`src/rtl/fetch_queue.sv`:
```
// fetch_queue: first-word-fall-through FIFO between fetch and decode, carrying instruction, PC and prediction bits.
// Optional macro FETCH_QUEUE_BYPASS_EN forwards an enqueue straight to the dequeue side when the queue is empty.
module fetch_queue #(
  parameter int INSTR_WIDTH = 32,
  parameter int ADDR_WIDTH  = 32,
  parameter int DEPTH       = 4
) (
  input  logic                     clk,
  input  logic                     rst,
  input  logic                     flush_i,
  input  logic                     enq_valid_i,
  output logic                     enq_ready_o,
  input  logic [INSTR_WIDTH-1:0]   enq_instr_i,
  input  logic [ADDR_WIDTH-1:0]    enq_pc_i,
  input  logic                     enq_pred_taken_i,
  input  logic [ADDR_WIDTH-1:0]    enq_pred_trgt_i,
  output logic                     deq_valid_o,
  input  logic                     deq_ready_i,
  output logic [INSTR_WIDTH-1:0]   deq_instr_o,
  output logic [ADDR_WIDTH-1:0]    deq_pc_o,
  output logic                     deq_pred_taken_o,
  output logic [ADDR_WIDTH-1:0]    deq_pred_trgt_o,
  output logic [$clog2(DEPTH):0]   count_o
);

  localparam int PTR_W = $clog2(DEPTH);
  localparam int CNT_W = PTR_W + 1;
  localparam logic [CNT_W-1:0] FULL_CNT = CNT_W'(DEPTH);

  generate
    if (DEPTH < 2 || (DEPTH & (DEPTH - 1)) != 0) begin : g_depth_chk
      $error("fetch_queue: DEPTH must be a power of 2 and >= 2");
    end
  endgenerate

  logic [INSTR_WIDTH-1:0] instr_q [DEPTH];
  logic [ADDR_WIDTH-1:0]  pc_q    [DEPTH];
  logic                   taken_q [DEPTH];
  logic [ADDR_WIDTH-1:0]  trgt_q  [DEPTH];

  logic [PTR_W-1:0] head_q, head_d;
  logic [PTR_W-1:0] tail_q, tail_d;
  logic [CNT_W-1:0] count_q, count_d;

  logic empty;
  logic byp_vld;
  logic enq_fire;
  logic deq_fire;
  logic wr_en;
  logic rd_en;

  assign empty       = (count_q == '0);
  assign enq_ready_o = (count_q != FULL_CNT);

`ifdef FETCH_QUEUE_BYPASS_EN
  assign byp_vld = empty & enq_valid_i & ~flush_i & ~rst;
`else
  assign byp_vld = 1'b0;
`endif

  assign deq_valid_o = ~empty | byp_vld;
  assign enq_fire    = enq_valid_i & enq_ready_o;
  assign deq_fire    = deq_valid_o & deq_ready_i;
  // A bypassed entry consumed in the same cycle never touches storage.
  assign wr_en       = enq_fire & ~(byp_vld & deq_ready_i);
  assign rd_en       = deq_fire & ~empty;

  always_comb begin
    head_d  = head_q;
    tail_d  = tail_q;
    count_d = count_q;
    if (rst || flush_i) begin
      head_d  = '0;
      tail_d  = '0;
      count_d = '0;
    end else begin
      if (wr_en) tail_d = tail_q + PTR_W'(1);
      if (rd_en) head_d = head_q + PTR_W'(1);
      case ({wr_en, rd_en})
        2'b10:   count_d = count_q + CNT_W'(1);
        2'b01:   count_d = count_q - CNT_W'(1);
        default: count_d = count_q;
      endcase
    end
  end

  always_ff @(posedge clk) begin
    head_q  <= head_d;
    tail_q  <= tail_d;
    count_q <= count_d;
  end

  // Storage is only wiped by reset; flush just rewinds the pointers.
  always_ff @(posedge clk) begin
    if (rst) begin
      for (int i = 0; i < DEPTH; i++) begin
        instr_q[i] <= '0;
        pc_q[i]    <= '0;
        taken_q[i] <= 1'b0;
        trgt_q[i]  <= '0;
      end
    end else if (wr_en && !flush_i) begin
      instr_q[tail_q] <= enq_instr_i;
      pc_q[tail_q]    <= enq_pc_i;
      taken_q[tail_q] <= enq_pred_taken_i;
      trgt_q[tail_q]  <= enq_pred_trgt_i;
    end
  end

  always_comb begin
    deq_instr_o      = '0;
    deq_pc_o         = '0;
    deq_pred_taken_o = 1'b0;
    deq_pred_trgt_o  = '0;
    if (byp_vld) begin
      deq_instr_o      = enq_instr_i;
      deq_pc_o         = enq_pc_i;
      deq_pred_taken_o = enq_pred_taken_i;
      deq_pred_trgt_o  = enq_pred_trgt_i;
    end else if (!empty) begin
      deq_instr_o      = instr_q[head_q];
      deq_pc_o         = pc_q[head_q];
      deq_pred_taken_o = taken_q[head_q];
      deq_pred_trgt_o  = trgt_q[head_q];
    end
  end

  assign count_o = count_q;

endmodule

```
`config.mk`:
```
export PLATFORM = sky130hd
export DESIGN_NAME = fetch_queue
export DESIGN_NICKNAME = d
export VERILOG_FILES = /design/src/rtl/fetch_queue.sv
export SDC_FILE = /design/constraint.sdc
export NUM_CORES = 1
export LEC_CHECK = 0
export CORE_ASPECT_RATIO = 0.8
export CORE_MARGIN = 5
export CORE_UTILIZATION = 50
export DETAILED_ROUTE_END_ITERATION = 8
export HOLD_SLACK_MARGIN = 0.03
export PLACE_DENSITY = 0.72
export REMOVE_ABC_BUFFERS = 1
export SLEW_MARGIN = 10
export SYNTH_ARGS = -nofsm -noshare
export SYNTH_HDL_FRONTEND = slang
export SYNTH_SLANG_ARGS = --single-unit
```
`constraint.sdc`:
```
create_clock -name clk -period 5 [get_ports clk]
set_input_delay 1.5 -clock clk [delete_from_list [all_inputs] [get_ports clk]]
set_output_delay 1.5 -clock clk [all_outputs]
set_load 0.01 [all_outputs]
```
==> results of run 1 <==
cell families (layout without fill, tap and decap cells):
kind of cell	after synthesis	count (layout)	share of synthesized area, %
simple gates	508	508	18.3
flops	397	397	66.6
mux	97	97	12.3
buf+inv	81	304	2.13
compound gates	9	9	0.324
xor+xnor	4	4	0.197
fa+ha+maj	2	2	0.183
other cells	0	1	0
per-layer routing:
metal	track usage, %	vias up
li1	-	4379
met1	28.1	4854
met2	33.3	245
met3	4.11	54
met4	4.42	8
met5	0	-
critical path, cell delays in order (launching register included):
cell	delay (ps)
dfxtp_1	490
or3_2	850
buf_12	290
and2_1	180
clkdlybuf4s50_1	560
report_power, final:
group	internal (mW)	total [mW]	leakage [nW]	switching (mW)
Clock	1.65	2.86	0.609	1.21
Combinational	0.271	0.536	3.00	0.265
Sequential	3.81	3.86	4.03	0.0449
Total	5.74	7.25	7.64	1.52
sequential cells by signal, summed over array words and instances, names as in the netlist, named ones only:
name and flops:
trgt_q 128, instr_q 128, head_q 2, pc_q 128
tail_q 2, count_o 3, taken_q 4
worst paths after layout:
kind              start        endpoint  slack [ps]  cells past startpoint
max          count_o[0]  deq_instr_o[4]         560                      4
min           head_q[1]       head_q[1]         530                      2
max reg2reg  count_o[2]      count_o[2]        2460                      9
min reg2reg   head_q[1]       head_q[1]         530                      2
cell usage in the layout, fill, tap and decap left out, types with 4 or more instances in the layout:
cell type and instances:
dfxtp_1 7, and2_1 470, clkinv_1 13, mux4_2 97, and2_2 15, clkbuf_1 5
buf_4 7, clkdlybuf4s50_1 203, clkinv_2 9, inv_1 7, nor2_1 7, xor2_1 4
clkbuf_16 41, edfxtp_1 388, buf_12 14
area by class of cell:
type,instances,area (µm²),share of cell area (%)
well taps,472,591,2.73
repair buffers,224,2360,10.9
clock inverters,27,199,0.919
multi-input cells,620,5580,25.8
clock buffers,46,1040,4.83
inverters,7,26.3,0.121
flip-flops and latches,397,11800,54.7
diodes,1,2.50,0.0116
stage by stage:
stage	power, mW	TNS [ps]	cell area [µm²]	hold slack, ps
after floorplan	4.16	-224980	17400	485
after global placement	4.46	0	20400	508
after detailed placement	4.48	0	20400	505
after CTS	7.33	0	21600	533
after global routing	7.51	0	21600	600
final	7.25	0	21600	531
==> results.toml, run 1 <==
[layout]
fill_cells = 2603
drive_gt1_share_pct = 15.4
fin_util_pct = 62.0
fin_cells = 1794
fin_nets = 1395
area_growth_pct = 21.8

[timing]
rsz0062_at_grt = "false"
finalCriticalPeriod_ps = 4440
fin_crit_sh_pct = 88.8
fmax_mhz = 225
tightest_slew_ps = 1010
setup_slack_ps = 558
setup_violations = 0
final_max_slew_viol_count = 0
hold_violations = 0
slew_headroom_pct = 32.8
skew_ps = 10.5

[detailed_routing]
drtIter0Drc = 637
drc_errors = 0
wirelength_um = 38800
wl_met3_um = 2350
wl_per_cell_um = 21.6
wl_met1_um = 16600
vias_per_cell = 5.32
first_pass_iters = 5
ant_nets = 0
wl_met2_um = 19100
highest_layer = "met5"
num_vias = 9540

[clock_network]
cts_sinks = 397
postCtsHoldBufs = 0
cts_setup_buffers = 0
clockBufferDepth = 3
cts_root_buf = "clkbuf_16"
clock_latency_ps = 520
htreeDepth = 2
cts-resized-gates = 0
cts_inserted_buffers = 41
clkTransAtPathRegs_ps = 60
cts_tree = "done"

[worst_setup_path]
cp.arrival_ps = 2940
path_class = "reg2out"
cp-end-kind = "output port"
cp.required_ps = 3500
crit_fanout = 55
cp-start-kind = "flip-flop"

[run_status]
outcome = "finished, final reports clean"

[floorplanning]
ios = 204
start_util_pct = 50.9
fp.dieH_um = 179
die_w_um = 221
die_area_um2 = 39400
row_count = 61
design.core.area_um2 = 34900

[placement]
post-dp-hpwl_um = 22100
gp_congestion = 0.715
dp_cells = 1720
post-place-ws_ps = 1020
place.port_buffers = 203

[pwr]
p_per_area_nw_per_um2 = 335
ir_worst_vdd_mv = 0.204
leakagePower_nw = 7.64

[global_routing]
grt_usage_pct = 20.1
grt_pass1_wl_um = 60100
gr-total-overflow = 0
antenna_found_initial = 4
grt_start_max_net_pins = 99
grt_pass1_vias = 10400

[logic_synthesis]
yosysMostFrequentCell = "and2_1"
synth_edf_count = 388
synthTopCellsByCount = "470 x and2_1, 388 x edfxtp_1, 97 x mux4_2"
avgSynthCellArea_um2 = 16.2
async_reset_ff_share_pct = 0
yosysWarnings = 0
ys.flop_type = "edfxtp_1"
synthCells = 1098
synth_area_um2 = 17800
synth.distinct_cells = 31
ys_ff_latch = 397
synth_top_area_cell = "edfxtp_1"
synthTopCellsByArea = "edfxtp_1 66%, and2_1 17%, mux4_2 12%, dfxtp_1 1.0%, clkbuf_1 0.89%"
synth.yosys.seq_area_share_pct = 66.6
synth_top_area_share_pct = 65.6

[flow_run]
maxCapViolCount = 0

[worst_hold_path]
hold_class = "reg2reg"
No activity file was read; power rests on OpenSTA's default activity.
==> run 2, diff against run 1 <==
- clock period: 5 -> 4.5 ns (I/O delays scaled with it)
==> results.toml, run 2 (synthesized netlist as in run 1, its figures left out) <==
[global_routing]
antenna_found_initial = 4
grt_start_max_net_pins = 99
grt_pass1_wl_um = 59900
grt_pass1_vias = 10400
grt_usage_pct = 20.0
gr-total-overflow = 0

[worst_setup_path]
cp-start-kind = "flip-flop"
cp.arrival_ps = 2780
cp.required_ps = 3150
reg2regPathDepth = 9
cp-end-kind = "output port"
regToRegSetupSlack_ps = 1990
r2r_start = "count_o[2]"
path_class = "reg2out"
r2r-end = "count_o[2]"
crit_fanout = 26

[layout]
mostFrequentLayoutCell = "and2_1"
layout_common_cells = "470 x and2_1, 388 x edfxtp_1, 203 x clkdlybuf4s50_1, 97 x mux4_2, 41 x clkbuf_16"
drive_gt1_share_pct = 14.9
reg_top3 = "instr_q x128, pc_q x128, trgt_q x128"
area_growth_pct = 21.6
num_antenna_cells = 0
fin_nets = 1395
final_area_um2 = 21600

[timing]
slew_headroom_pct = 63.5
setup_violations = 0
rsz0062_at_grt = "false"
skew_ps = 14.3
tightest_slew_ps = 547
fin_crit_sh_pct = 91.8
hold_violations = 0
setup_slack_ps = 370
final_max_slew_viol_count = 0
fmax_mhz = 242
finalCriticalPeriod_ps = 4130

[clock_network]
cts_tree = "done"
cts_setup_buffers = 0
cts_sinks = 397
clockBufferDepth = 3
postCtsHoldBufs = 0
clkTransAtPathRegs_ps = 60
htreeDepth = 2
cts-resized-gates = 0
cts_inserted_buffers = 40
clock_latency_ps = 530
cts_root_buf = "clkbuf_16"

[detailed_routing]
drc_errors = 0
wirelength_um = 38900
vias_per_cell = 5.36
wl_per_cell_um = 21.7
first_pass_iters = 5
ant_nets = 0
drtIter0Drc = 616
num_vias = 9599

[run_status]
outcome = "finished, final reports clean"

[placement]
gp_congestion = 0.699
post-place-ws_ps = 640
place.port_buffers = 203
post-dp-hpwl_um = 22300
dpl_cell_area_um2 = 20400

[flow_run]
maxCapViolCount = 0

[floorplanning]
die_w_um = 221
fp.dieH_um = 179
ios = 204
start_util_pct = 50.9
design.core.area_um2 = 34900
row_count = 61
die_area_um2 = 39400

[worst_hold_path]
worstHoldEndpoint = "head_q[0]"
hold_class = "reg2reg"
hold_path_depth = 2
hp-start = "head_q[0]"

[pwr]
ir_worst_vdd_mv = 0.320
leakagePower_nw = 7.61
p_per_area_nw_per_um2 = 367
## run 2: cell types whose count changed in the layout (fill, tap and decap cells not counted), sizes merged
cell,delta
clkinvlp,-2
clkbuf,+5
bufinv,-2
clkinv,-6
inv,+2
buf,+1
diode,-1
## run 2: worst max path at each step
stage,slack [ps],cells past startpoint,to,startpoint
2_1_floorplan,-1750,2,deq_instr_o[0],flip-flop
3_3_place_gp,700,5,trgt_q[1][5],rst
3_5_place_dp,640,5,trgt_q[1][5],rst
4_1_cts,290,4,deq_pred_trgt_o[1],flip-flop
5_1_grt,200,4,deq_instr_o[20],flip-flop
6_report,370,4,deq_pred_trgt_o[1],flip-flop
## run 2: where the power goes
group / total, mW / leakage [nW] / switching (mW) / internal [mW]
registers: 4.29 / 4.03 / 0.0506 / 4.24
logic: 0.602 / 3.01 / 0.296 / 0.306
clock network: 3.04 / 0.572 / 1.32 / 1.72
## run 2: critical path, stage by stage, from the launching register on
cell             delay [ps]
dfxtp_4                 680
buf_12                  310
mux4_2                  540
and2_1                  220
clkdlybuf4s50_1         500
## run 2: cell type report
class / instances / area [µm²]
fill: 2622 / 13300
sequential: 397 / 11800
multi-input combinational: 620 / 5580
timing repair buffer: 225 / 2400
clock buffer: 51 / 1060
tap: 472 / 591
clock inverter: 19 / 111
inverter: 7 / 26.3
## run 2: metal layers
layer  global-route usage, %  routed length [µm]  vias to the layer above
met5                       0                  56                        -
met4                    3.20                 455                        8
met3                    4.11                2410                       46
met2                    34.0               19600                      235
met1                    27.6               16300                     4929
li1                        -                   -                     4381
## run 2: per-stage QoR
stage	hold WS [ps]	utilization, %	total power [mW]	setup TNS, ps	instances
2_1_floorplan	485	-	4.63	-360780	1024
5_1_grt	593	61.9	8.21	0	1791
6_report	538	61.9	7.93	0	1791
3_5_place_dp	514	58.6	4.98	0	1721
3_3_place_gp	503	58.6	4.96	0	1721
4_1_cts	538	61.9	8.01	0	1791
